==> config.mk <==
export PLATFORM = sky130hd
export DESIGN_NAME = timer_control_flat
export DESIGN_NICKNAME = d
export VERILOG_FILES = /design/src/rtl/timer_control_if.sv /design/src/rtl/timer_control.sv /design/src/flat_wrapper.sv
export SDC_FILE = /design/constraint.sdc
export NUM_CORES = 1
export LEC_CHECK = 0
export CAP_MARGIN = 20
export CORE_ASPECT_RATIO = 1.75
export CORE_UTILIZATION = 33
export CTS_BUF_LIST = sky130_fd_sc_hd__clkbuf_4 sky130_fd_sc_hd__clkbuf_8 sky130_fd_sc_hd__clkbuf_16
export CTS_CLUSTER_DIAMETER = 50
export DETAILED_ROUTE_END_ITERATION = 8
export PLACE_DENSITY = 0.49
export RECOVER_POWER = 50
export SETUP_SLACK_MARGIN = 0.3
export SLEW_MARGIN = 0
export SYNTH_ARGS = -nofsm -noshare
export SYNTH_HDL_FRONTEND = slang
export SYNTH_SLANG_ARGS = --single-unit
==> constraint.sdc <==
create_clock -name clk -period 2.5 [get_ports clk]
set_clock_uncertainty 0.05 [all_clocks]
set_input_delay 0.75 -clock clk [delete_from_list [all_inputs] [get_ports clk]]
set_output_delay 0.75 -clock clk [all_outputs]
set_load 0.1 [all_outputs]
==> src/rtl/timer_control_if.sv <==
// Control/status bundle between the front-panel sequencer and the countdown timer.
// The sequencer side is the master; the timer side is the slave.
interface timer_control_if;
    logic       timer_enable;
    logic [1:0] timer_select;
    logic       timer_increment;
    logic       timer_clear;
    logic       timer_out;
    logic       timer_zero;

    modport master (
        output timer_enable,
        output timer_select,
        output timer_increment,
        output timer_clear,
        input  timer_out,
        input  timer_zero
    );

    modport slave (
        input  timer_enable,
        input  timer_select,
        input  timer_increment,
        input  timer_clear,
        output timer_out,
        output timer_zero
    );
endinterface

==> src/rtl/timer_control.sv <==
// Front-panel sequencer: button edges -> timer controls, SET/RUN/PAUSE/ALARM
// mode machine, bounded buzzer drive and 2 Hz edit-field blink.
`ifndef KILO
`define KILO 1000
`endif
`ifndef SELECT_SEC
`define SELECT_SEC 2'd0
`endif
`ifndef SELECT_MIN
`define SELECT_MIN 2'd1
`endif
`ifndef SELECT_HOUR
`define SELECT_HOUR 2'd2
`endif

module timer_control #(
    parameter int unsigned CLK_FREQ_HZ   = `KILO,
    parameter int unsigned ALARM_SECONDS = 10
) (
    input  logic             clk,
    input  logic             reset_n,
    input  logic             btn_mode,
    input  logic             btn_inc,
    input  logic             btn_start,
    input  logic             btn_clear,
    timer_control_if.master  tif,
    output logic             alarm,
    output logic             blink_on,
    output logic [1:0]       state
);
    localparam int unsigned SW = $clog2(ALARM_SECONDS + 1);
    localparam logic [31:0] PRESC_LAST = 32'(CLK_FREQ_HZ - 1);
    localparam logic [31:0] BLINK_LAST = 32'(CLK_FREQ_HZ / 4 - 1);
    localparam logic [SW-1:0] SEC_MAX = SW'(ALARM_SECONDS);

    typedef enum logic [1:0] {
        SET   = 2'd0,
        RUN   = 2'd1,
        PAUSE = 2'd2,
        ALARM = 2'd3
    } state_t;

    state_t        state_q, state_n;
    logic [1:0]    sel_q, sel_n;
    logic          inc_q, inc_n;
    logic          clr_q, clr_n;
    logic          blink_q, blink_n;
    logic [31:0]   blink_cnt_q, blink_cnt_n;
    logic [31:0]   presc_q, presc_n;
    logic [SW-1:0] sec_q, sec_n;
    logic [3:0]    btn_prev_q;
    logic [3:0]    btn_now;
    logic [3:0]    rise;
    logic          clr_ev, start_ev, mode_ev, inc_ev;

    // bit order: clear, start, mode, inc (highest priority first)
    assign btn_now = {btn_clear, btn_start, btn_mode, btn_inc};
    assign rise    = btn_now & ~btn_prev_q;

    assign clr_ev   = rise[3];
    assign start_ev = rise[2] & ~rise[3];
    assign mode_ev  = rise[1] & ~|rise[3:2];
    assign inc_ev   = rise[0] & ~|rise[3:1];

    always_ff @(posedge clk) begin
        if (!reset_n) begin
            state_q     <= SET;
            sel_q       <= `SELECT_SEC;
            inc_q       <= 1'b0;
            clr_q       <= 1'b0;
            blink_q     <= 1'b1;
            blink_cnt_q <= '0;
            presc_q     <= '0;
            sec_q       <= '0;
            btn_prev_q  <= 4'b1111;
        end else begin
            state_q     <= state_n;
            sel_q       <= sel_n;
            inc_q       <= inc_n;
            clr_q       <= clr_n;
            blink_q     <= blink_n;
            blink_cnt_q <= blink_cnt_n;
            presc_q     <= presc_n;
            sec_q       <= sec_n;
            btn_prev_q  <= btn_now;
        end
    end

    always_comb begin
        state_n = state_q;
        sel_n   = sel_q;
        inc_n   = 1'b0;
        clr_n   = 1'b0;
        if (clr_ev) begin
            state_n = SET;
            sel_n   = `SELECT_SEC;
            clr_n   = 1'b1;
        end else begin
            unique case (state_q)
                SET: begin
                    if (start_ev && !tif.timer_zero) begin
                        state_n = RUN;
                    end else if (mode_ev) begin
                        unique case (sel_q)
                            `SELECT_SEC: sel_n = `SELECT_MIN;
                            `SELECT_MIN: sel_n = `SELECT_HOUR;
                            default:     sel_n = `SELECT_SEC;
                        endcase
                    end else if (inc_ev) begin
                        inc_n = 1'b1;
                    end
                end
                RUN: begin
                    // expiry outranks a same-cycle pause request
                    if (tif.timer_out) begin
                        state_n = ALARM;
                    end else if (start_ev) begin
                        state_n = PAUSE;
                    end
                end
                PAUSE: begin
                    if (start_ev) begin
                        state_n = RUN;
                    end
                end
                ALARM: begin
                    if (start_ev) begin
                        state_n = SET;
                    end
                end
                default: state_n = SET;
            endcase
        end
    end

    always_comb begin
        presc_n = '0;
        sec_n   = '0;
        if (state_q == ALARM && state_n == ALARM) begin
            if (presc_q == PRESC_LAST) begin
                presc_n = '0;
                sec_n   = (sec_q == SEC_MAX) ? sec_q : sec_q + SW'(1);
            end else begin
                presc_n = presc_q + 32'd1;
                sec_n   = sec_q;
            end
        end
    end

    always_comb begin
        blink_n     = 1'b1;
        blink_cnt_n = '0;
        if (state_n == SET && !clr_ev && !mode_ev && !inc_ev) begin
            if (blink_cnt_q == BLINK_LAST) begin
                blink_n     = ~blink_q;
                blink_cnt_n = '0;
            end else begin
                blink_n     = blink_q;
                blink_cnt_n = blink_cnt_q + 32'd1;
            end
        end
    end

    assign tif.timer_enable    = (state_q == RUN) || (state_q == ALARM);
    assign tif.timer_select    = sel_q;
    assign tif.timer_increment = inc_q;
    assign tif.timer_clear     = clr_q;
    assign alarm               = (state_q == ALARM) && (sec_q < SEC_MAX);
    assign blink_on            = blink_q;
    assign state               = state_q;
endmodule

==> src/flat_wrapper.sv <==
// flat-port wrapper written by rule: the top's interface ports become plain ports
module timer_control_flat 
#(
    parameter int unsigned CLK_FREQ_HZ   = `KILO,
    parameter int unsigned ALARM_SECONDS = 10
)
  (clk, reset_n, btn_mode, btn_inc, btn_start, btn_clear, alarm, blink_on, state, tif_timer_enable, tif_timer_select, tif_timer_increment, tif_timer_clear, tif_timer_out, tif_timer_zero);
  timer_control_if tif_i ();
  input  logic clk;
  input  logic reset_n;
  input  logic btn_mode;
  input  logic btn_inc;
  input  logic btn_start;
  input  logic btn_clear;
  output logic alarm;
  output logic blink_on;
  output logic [1:0] state;
  output wire logic [$bits(tif_i.timer_enable)-1:0] tif_timer_enable;
  output wire logic [$bits(tif_i.timer_select)-1:0] tif_timer_select;
  output wire logic [$bits(tif_i.timer_increment)-1:0] tif_timer_increment;
  output wire logic [$bits(tif_i.timer_clear)-1:0] tif_timer_clear;
  input wire logic [$bits(tif_i.timer_out)-1:0] tif_timer_out;
  input wire logic [$bits(tif_i.timer_zero)-1:0] tif_timer_zero;
  assign tif_timer_enable = tif_i.timer_enable;
  assign tif_timer_select = tif_i.timer_select;
  assign tif_timer_increment = tif_i.timer_increment;
  assign tif_timer_clear = tif_i.timer_clear;
  assign tif_i.timer_out = tif_timer_out;
  assign tif_i.timer_zero = tif_timer_zero;
  timer_control #(.CLK_FREQ_HZ(CLK_FREQ_HZ), .ALARM_SECONDS(ALARM_SECONDS)) u_core (.clk(clk), .reset_n(reset_n), .btn_mode(btn_mode), .btn_inc(btn_inc), .btn_start(btn_start), .btn_clear(btn_clear), .tif(tif_i), .alarm(alarm), .blink_on(blink_on), .state(state));
endmodule
### Word-level counts from Yosys, hierarchy flattened

Index checks and enable logic that the tools add are counted.

* add/subtract/negate cells: 3
* order comparisons: 1
* equality and inequality tests: 8
* multiplexer cells: 10
* bitwise operators: 13
* reductions and logical operators: 26

Operator list (count)
* $add 32x1->32 const B: 2
* $eq 32x10->1 const B: 1
* $eq 32x8->1 const B: 1
* $mux 2: 6
* $reduce_or 3->1: 3
* $not 1->1: 8
* $pmux 2 s4: 1
* $eq 2x2->1 const B: 3
* $logic_and 1x1->1: 6
* $logic_not 1->1: 6
* $logic_not 2->1: 3
* $reduce_and 2->1: 3
* $reduce_or 5->1: 1
* $add 4x1->4 const B: 1
* $and 4x4->4: 1
* $eq 2x1->1 const B: 2
* $eq 4x4->1 const B: 1
* $lt 4x4->1 const B: 1
* $not 4->4: 1
* $pmux 2 s2: 1
* $reduce_or 2->1: 2
* $and 1x1->1: 3
* $reduce_and 3->1: 1
* $mux 1: 2
* $logic_or 1x1->1: 1

* register bits after elaboration: 79
* input bits: 8
* output and inout port bits: 9
* logic and storage cells: 70

### Depth between registers and ports, before layout

Gate-level depths: netlist (run 1).

* depth after elaboration: 14
* depth in mapped cells: 8
* mapped depth without buffers: 7

### Least setup slack after synthesis (run 1)

No wires, ideal clock.

* path kind: register to output
* from: reg u_core.state_q[0] (netlist: u_core.state[0])
* to: out alarm
* arrival: 2001 ps
* data required time: 1700 ps
* setup slack: -301 ps
* stages on the path, launching flop included: 3
* path buffers: 0
* cell sequence: dfxtp_1 -> and2_1 -> and2_1

* word-level cells in the longest chain between the ends: 2

Ends and longest elaborated chain
* start, declared: line timer_control.sv:43 `state_t state_q, state_n;`
* start signal, assigned: line timer_control.sv:77 `state_q <= state_n;`
* $eq 2x2->1: line timer_control.sv:168 `assign alarm = (state_q == ALARM) && (sec_q < SEC_MAX);`
* $logic_and 1x1->1: line timer_control.sv:168
* end, declared: line flat_wrapper.sv:15 `output logic alarm;`

No other way between the ends.

### Worst setup path after layout (run 1)

* from: in btn_start
* to: reg u_core.blink_cnt_q[16]

* word-level cells in the longest chain between the ends: 12
* elaborated cells on any way between the ends: 24
* those cells by class: mux: 7; bitwise: 5; reduce/logical: 12

Ends and longest elaborated chain
* start, declared: line flat_wrapper.sv:13 `input logic btn_start;`
* $and 4x4->4 (*): line timer_control.sv:58 `assign rise = btn_now & ~btn_prev_q;`
* $and 1x1->1: line timer_control.sv:61 `assign start_ev = rise[2] & ~rise[3];`
* $mux 2 / $logic_and 1x1->1 (equally long branches): line timer_control.sv:117, timer_control.sv:101
* $mux 2 (on tied branches): line timer_control.sv:115, timer_control.sv:101
* $pmux 2 s4: line timer_control.sv:99 `unique case (state_q)`
* $mux 2: line timer_control.sv:94 `if (clr_ev) begin`
* $logic_not 2->1: line timer_control.sv:153 `if (state_n == SET && !clr_ev && !mode_ev && !inc_ev) begin`
* $logic_and 1x1->1 (2 in series): line timer_control.sv:153
* $logic_and 1x1->1 (*): line timer_control.sv:153
* $not 1->1 (no line) (*)
* $reduce_or 3->1 (no line) (*)
* end signal, assigned: line timer_control.sv:82 `blink_cnt_q <= blink_cnt_n;`
* end, declared: line timer_control.sv:48 `logic [31:0] blink_cnt_q, blink_cnt_n;`

Mark *: on every way between the ends. The rest lies on a longest branch, timed or not.
A chain may end at the register's enable or synchronous reset.

==> results.sh, run 1 <==
export IMPL_grt_setup_unrepaired="no"
export IMPL_dp_slack_ns=-0.120
export IMPL_syn_inst=409
export IMPL_synth_common_cells="nor2_1, dfxtp_1, xor2_1"
export IMPL_cap_violations=0
export IMPL_synth_seq_cells=79
export IMPL_grt_pass1_vias=2800
export IMPL_slew_headroom=0.599
export IMPL_worstMarginPinSlew_ns=0.596
export IMPL_synth_flop_cell="dfxtp_1"
export IMPL_ir_drop_mv=0.392
export IMPL_finalHoldViolations=0
export IMPL_max_freq_mhz=448
export IMPL_p_leak_uw=0.00153
export IMPL_antenna_found_initial=0
export IMPL_min_period_ns=2.23
export IMPL_synth_top_cell_area_share=0.437
export IMPL_path_clk_slew_ns=0.06
export IMPL_io_pins=17
export IMPL_syn_cell_area_um2=3620
export IMPL_slowest_stage="dlygate4sd3_1"
export IMPL_final_max_slew_violation_count=0
export IMPL_cp_end_kind="flop"
export IMPL_crit_type="primary input to flop"
export IMPL_cts_tree="built"
export IMPL_drc=0
export IMPL_syn_nets=422
export IMPL_grt_max_degree=33
export IMPL_yosysTopAreaCell="dfxtp_1"
export IMPL_worstPathMaxFanout=16
export IMPL_htreeDepth=3
export IMPL_vias=2909
export IMPL_worstPathCellList="dlygate4sd3_1 -> nand2b_4 -> a211o_1 -> a21oi_1 -> nand4b_1 -> buf_6 -> clkbuf_16 -> nor2_1"
export IMPL_yosysMostFrequentCell="nor2_1"
export IMPL_crit_path_start_kind="primary input"
export IMPL_async_flop_share=0
export IMPL_die_h_um=141
export IMPL_routed_wl_um=7670
export IMPL_post_route_period_util=0.893
export IMPL_track_usage=0.143
export IMPL_rows=50
export IMPL_place_congestion=0.769
export IMPL_synth_edff_count=0
export IMPL_finalSetupViolations=0
export IMPL_synth_area_leaders="dfxtp_1, nor2_1, xor2_1, xnor2_1, nand4_1"
export IMPL_viasPerCell=5.00
export IMPL_core_um2=10700
export IMPL_max_stage_delay_ns=0.59
export IMPL_grt_pass1_wl_um=12800
export IMPL_yosysSeqAreaShare=0.437
export IMPL_cts_buffer_depth=2
export IMPL_cts_buffers=9
export IMPL_clk_latency_ns=0.33
export IMPL_p_per_area_nw_per_um2=619
export IMPL_status="complete, no violations"
export IMPL_drt_iter0_markers=123
export IMPL_cts_hold_buf=0
export IMPL_drt_antenna_violating_nets=0
export IMPL_drive_above_1_share=0.155
export IMPL_dpl_hpwl_um=5390
export IMPL_area_growth_pct=22.6
export IMPL_required_ns=2.72
export IMPL_synth_warnings=0
export IMPL_cts_root_buf="clkbuf_16"
export IMPL_wl_per_cell_um=13.2
export IMPL_port_buffers=16
export IMPL_worst_slack_ns=0.268
export IMPL_insertedDiodeCount=0
export IMPL_overflow=0
export IMPL_cts_sinks=79
export IMPL_syn_area_per_cell_um2=8.84
export IMPL_die_w_um=81.1
export IMPL_fin_nets=460
export IMPL_initial_core_util=0.338
export IMPL_yosys_cell_types_count=44
export IMPL_cp_arrival_ns=2.45
export IMPL_dr_pass1_iters=4
export IMPL_hold_class="flop to flop"
export IMPL_die_area_um2=11400
export IMPL_final_util=0.415
==> timing repair <==
item | in CTS | in global routing
resized for setup | 1 | 13
setup buffers | 0 | 4
endpoints found under the setup margin | 32 | 34
cloned | 0 | 1
pin swaps | 0 | 1
==> metal layers <==
metal	routed length (um)	vias up	track usage	part of all wire
li1	-	1487	-	-
met1	3290	1387	0.156	0.43
met2	4140	27	0.259	0.54
met3	152	8	0.0319	0.020
met4	82	0	0.0573	0.011
met5	0	-	0	0
==> worst paths after layout <==
check,start,to,slack [ns],cells past startpoint
hold reg to reg,u_core.presc_q[0],u_core.presc_q[0],0.41,1
hold / removal,u_core.presc_q[0],u_core.presc_q[0],0.41,1
setup reg to reg,u_core.presc_q[0],u_core.sec_q[2],0.44,7
setup / recovery,btn_start,u_core.blink_cnt_q[16],0.27,8
==> cell usage in the layout (no fill, tap or decap), types with 4 or more instances in the layout <==
cell type	count
xor2_1	34
a21oi_1	5
and2_1	4
clkdlybuf4s50_1	4
nand2b_1	6
nand2_1	18
and3_1	11
nand4_1	23
ha_1	5
inv_1	11
clkbuf_2	8
xnor2_1	27
clkbuf_16	10
dfxtp_1	77
nor4_1	10
nor3_1	5
nand3_1	28
buf_4	17
nor2_1	80
and4_1	6
==> final cells by class <==
type | instances | area, um^2
clock buffer | 13 | 274
timing repair buffer | 40 | 352
fill | 1068 | 6260
multi-input combinational | 306 | 1980
sequential | 79 | 1580
inverter | 11 | 41.3
tap | 130 | 163
clock inverter | 3 | 40.0
==> cell families after synthesis <==
logic type	after synthesis	synth area share
AO/OA/AOI/OAI	18	0.0346
buffers and inverters	24	0.0297
XOR/XNOR	61	0.148
AND/OR/NAND/NOR	222	0.333
flip-flops	79	0.437
adder cells (fa/ha/maj)	5	0.0173
==> where the power goes <==
group / internal, uW / leakage (uW) / switching [uW]
Sequential: 1270 / 0.000639 / 6.52
Clock: 862 / 0.000159 / 485
Combinational: 53.5 / 0.000727 / 68.1
Total: 2180 / 0.00153 / 560
==> worst max-delay path, delay by kind of cell <==
| kind | cells | cell delay (ns) |
|---|---|---|
| buf+inv | 3 | 0.92 |
| compound gates | 2 | 0.44 |
| simple gates | 3 | 0.34 |
==> flip-flops by register name, summed over array words and instances (netlist names) <==
| name | flops |
|---|---|
| u_core.btn_prev_q | 4 |
| u_core.state | 2 |
| u_core.sec_q | 4 |
| u_core.tif.timer_increment | 1 |
| u_core.tif.timer_select | 2 |
| u_core.blink_on | 1 |
| u_core.blink_cnt_q | 32 |
| u_core.tif.timer_clear | 1 |
| u_core.presc_q | 32 |
==> per-stage QoR <==
| stage | TNS, ns | instance area, um^2 | std cells | total power (uW) | hold slack (ns) |
|---|---|---|---|---|---|
| 2_1_floorplan | 0 | 3620 | 409 | 1360 | 0.380 |
| 3_3_place_gp | -0.00589 | 4040 | 561 | 1410 | 0.396 |
| 3_5_place_dp | -2.90 | 4040 | 561 | 1410 | 0.407 |
| 4_1_cts | 0 | 4350 | 577 | 2780 | 0.420 |
| 5_1_grt | 0 | 4440 | 582 | 2870 | 0.435 |
| 6_report | 0 | 4440 | 582 | 2740 | 0.410 |
(Power assumes the default switching activity.)
==> run 2: changes to the inputs <==
- CORE_MARGIN: not set -> 4
==> run 2 against run 1 <==
Effect of this change: cell count down 0.69%; critical endpoint is now u_core.blink_cnt_q[22]; via count fell by 2.3%; register-to-register slack got worse by 0.03 ns; power shrank 0.71%; maximum frequency increased by 0.22%; hold slack better by 0.0021 ns; setup slack better by 0.0049 ns; sequential power barely moved; core utilization fell by 0.75 points; critical path depth down 1.
==> results.sh, run 2 (synthesized netlist as in run 1, its figures left out) <==
export IMPL_cts_buffers=9
export IMPL_finalHoldViolations=0
export IMPL_final_max_slew_violation_count=0
export IMPL_hp_start="u_core.presc_q[0]"
export IMPL_fillers=1084
export IMPL_cp_end_kind="flop"
export IMPL_max_stage_delay_ns=0.56
export IMPL_worst_slack_ns=0.273
export IMPL_status="complete, no violations"
export IMPL_cts_sinks=79
export IMPL_crit_type="primary input to flop"
export IMPL_drt_iter0_markers=80
export IMPL_p_per_area_nw_per_um2=626
export IMPL_initial_core_util=0.338
export IMPL_crit_family="buffers and inverters"
export IMPL_fin_area_um2=4360
export IMPL_crit_cells=7
export IMPL_dpl_hpwl_um=5380
export IMPL_dp_slack_ns=-0.116
export IMPL_worstPathBufferInverterCount=2
export IMPL_insertedDiodeCount=0
export IMPL_place_area_um2=4030
export IMPL_viasPerCell=4.92
export IMPL_slowest_stage="dlygate4sd3_1"
export IMPL_wl_per_cell_um=12.8
export IMPL_place_congestion=0.782
export IMPL_drt_antenna_violating_nets=0
export IMPL_core_um2=10700
export IMPL_rows=50
export IMPL_required_ns=2.71
export IMPL_die_h_um=147
export IMPL_min_period_ns=2.23
export IMPL_cp_arrival_ns=2.43
export IMPL_worstPathMaxFanout=32
export IMPL_final_common_cell="nor2_1"
export IMPL_hold_depth=1
export IMPL_port_buffers=16
export IMPL_path_clk_slew_ns=0.06
export IMPL_die_area_um2=12800
export IMPL_r2r_start="u_core.presc_q[0]"
export IMPL_io_pins=17
export IMPL_r2r_end="u_core.sec_q[2]"
export IMPL_mostFrequentLayoutCells="nor2_1, dfxtp_1, xor2_1, nand3_1, xnor2_1"
export IMPL_drive_above_1_share=0.147
export IMPL_cts_tree="built"
export IMPL_slew_headroom=0.571
export IMPL_area_growth_pct=20.4
export IMPL_vias=2843
export IMPL_dp_cells=560
export IMPL_grt_setup_unrepaired="yes"
export IMPL_routed_wl_um=7410
export IMPL_cts_root_buf="clkbuf_16"
export IMPL_regToRegSetupSlack_ns=0.41
export IMPL_crit_path_start_kind="primary input"
export IMPL_worstPathCellList="dlygate4sd3_1 -> nor2b_4 -> a211o_1 -> a21oi_2 -> nand4b_1 -> buf_12 -> nor2_1"
export IMPL_cts_hold_buf=0
export IMPL_grt_pass1_vias=2863
export IMPL_reg2regPathDepth=7
export IMPL_p_leak_uw=0.00148
export IMPL_min_to="u_core.presc_q[0]"
export IMPL_dr_pass1_iters=4
export IMPL_reg_largest_list="u_core.blink_cnt_q (32), u_core.presc_q (32)"
export IMPL_hold_class="flop to flop"
export IMPL_stdcell_count=578
export IMPL_worstMarginPinSlew_ns=0.639
export IMPL_drc=0
export IMPL_ir_drop_mv=0.373
export IMPL_track_usage=0.126
export IMPL_htreeDepth=3
export IMPL_max_freq_mhz=449
export IMPL_clk_latency_ns=0.33
export IMPL_cts_buffer_depth=2
export IMPL_finalSetupViolations=0
export IMPL_overflow=0
export IMPL_fin_nets=456
export IMPL_antenna_found_initial=0
export IMPL_die_w_um=87.1
export IMPL_post_route_period_util=0.891
export IMPL_cap_violations=0
export IMPL_grt_max_degree=33
export IMPL_grt_pass1_wl_um=13000
==> run 2: per-layer routing <==
layer | track usage | vias up | routed length (um)
li1 | - | 1478 | -
met2 | 0.226 | 24 | 4010
met4 | 0.0499 | 0 | 163
met5 | 0 | - | 0
met3 | 0.0316 | 13 | 147
met1 | 0.137 | 1328 | 3090
==> run 2: worst max-delay path by stage <==
stage                                from                      to
final                           btn_clear  u_core.blink_cnt_q[22]
after floorplan           u_core.state[0]                   alarm
after global placement          btn_clear  u_core.blink_cnt_q[31]
after CTS                       btn_clear  u_core.blink_cnt_q[22]
after detailed placement        btn_clear  u_core.blink_cnt_q[22]
after global routing            btn_clear      u_core.presc_q[25]
==> run 2: final cells by class <==
class	count	area, um^2	share of cell area
Clock buffer	13	274	0.0629
Clock inverter	3	40.0	0.00919
Inverter	11	41.3	0.00948
Multi-Input combinational cell	306	1970	0.452
Sequential cell	79	1580	0.364
Tap cell	130	163	0.0373
Timing Repair Buffer	36	285	0.0655
==> run 2: what timing repair did <==
action	CTS	global route
buffers inserted	0	2
pin swaps	0	4
endpoints found under the setup margin	33	34
cloned	0	0
gates resized for setup	2	9
endpoints found under the hold margin	0	0
==> run 2: stage by stage <==
stage / setup TNS (ns) / utilization / hold slack [ns] / total power, uW
final: 0 / 0.407 / 0.412 / 2730
after CTS: 0 / 0.407 / 0.419 / 2770
after detailed placement: -2.76 / 0.376 / 0.405 / 1410
after floorplan: 0 / - / 0.380 / 1360
after global routing: 0 / 0.407 / 0.443 / 2850
after global placement: -1.05 / 0.376 / 0.397 / 1410
==> run 2: power by group <==
group | switching (uW) | internal, uW | total (uW)
registers | 8.06 | 1270 | 1280
logic | 60.4 | 41.2 | 102
clock network | 484 | 863 | 1350
==> run 3: changes to the inputs <==
- CAP_MARGIN: 20 -> not set
==> results of run 3 <==
The final DEF is identical to that of run 2; final timing and power are the same.
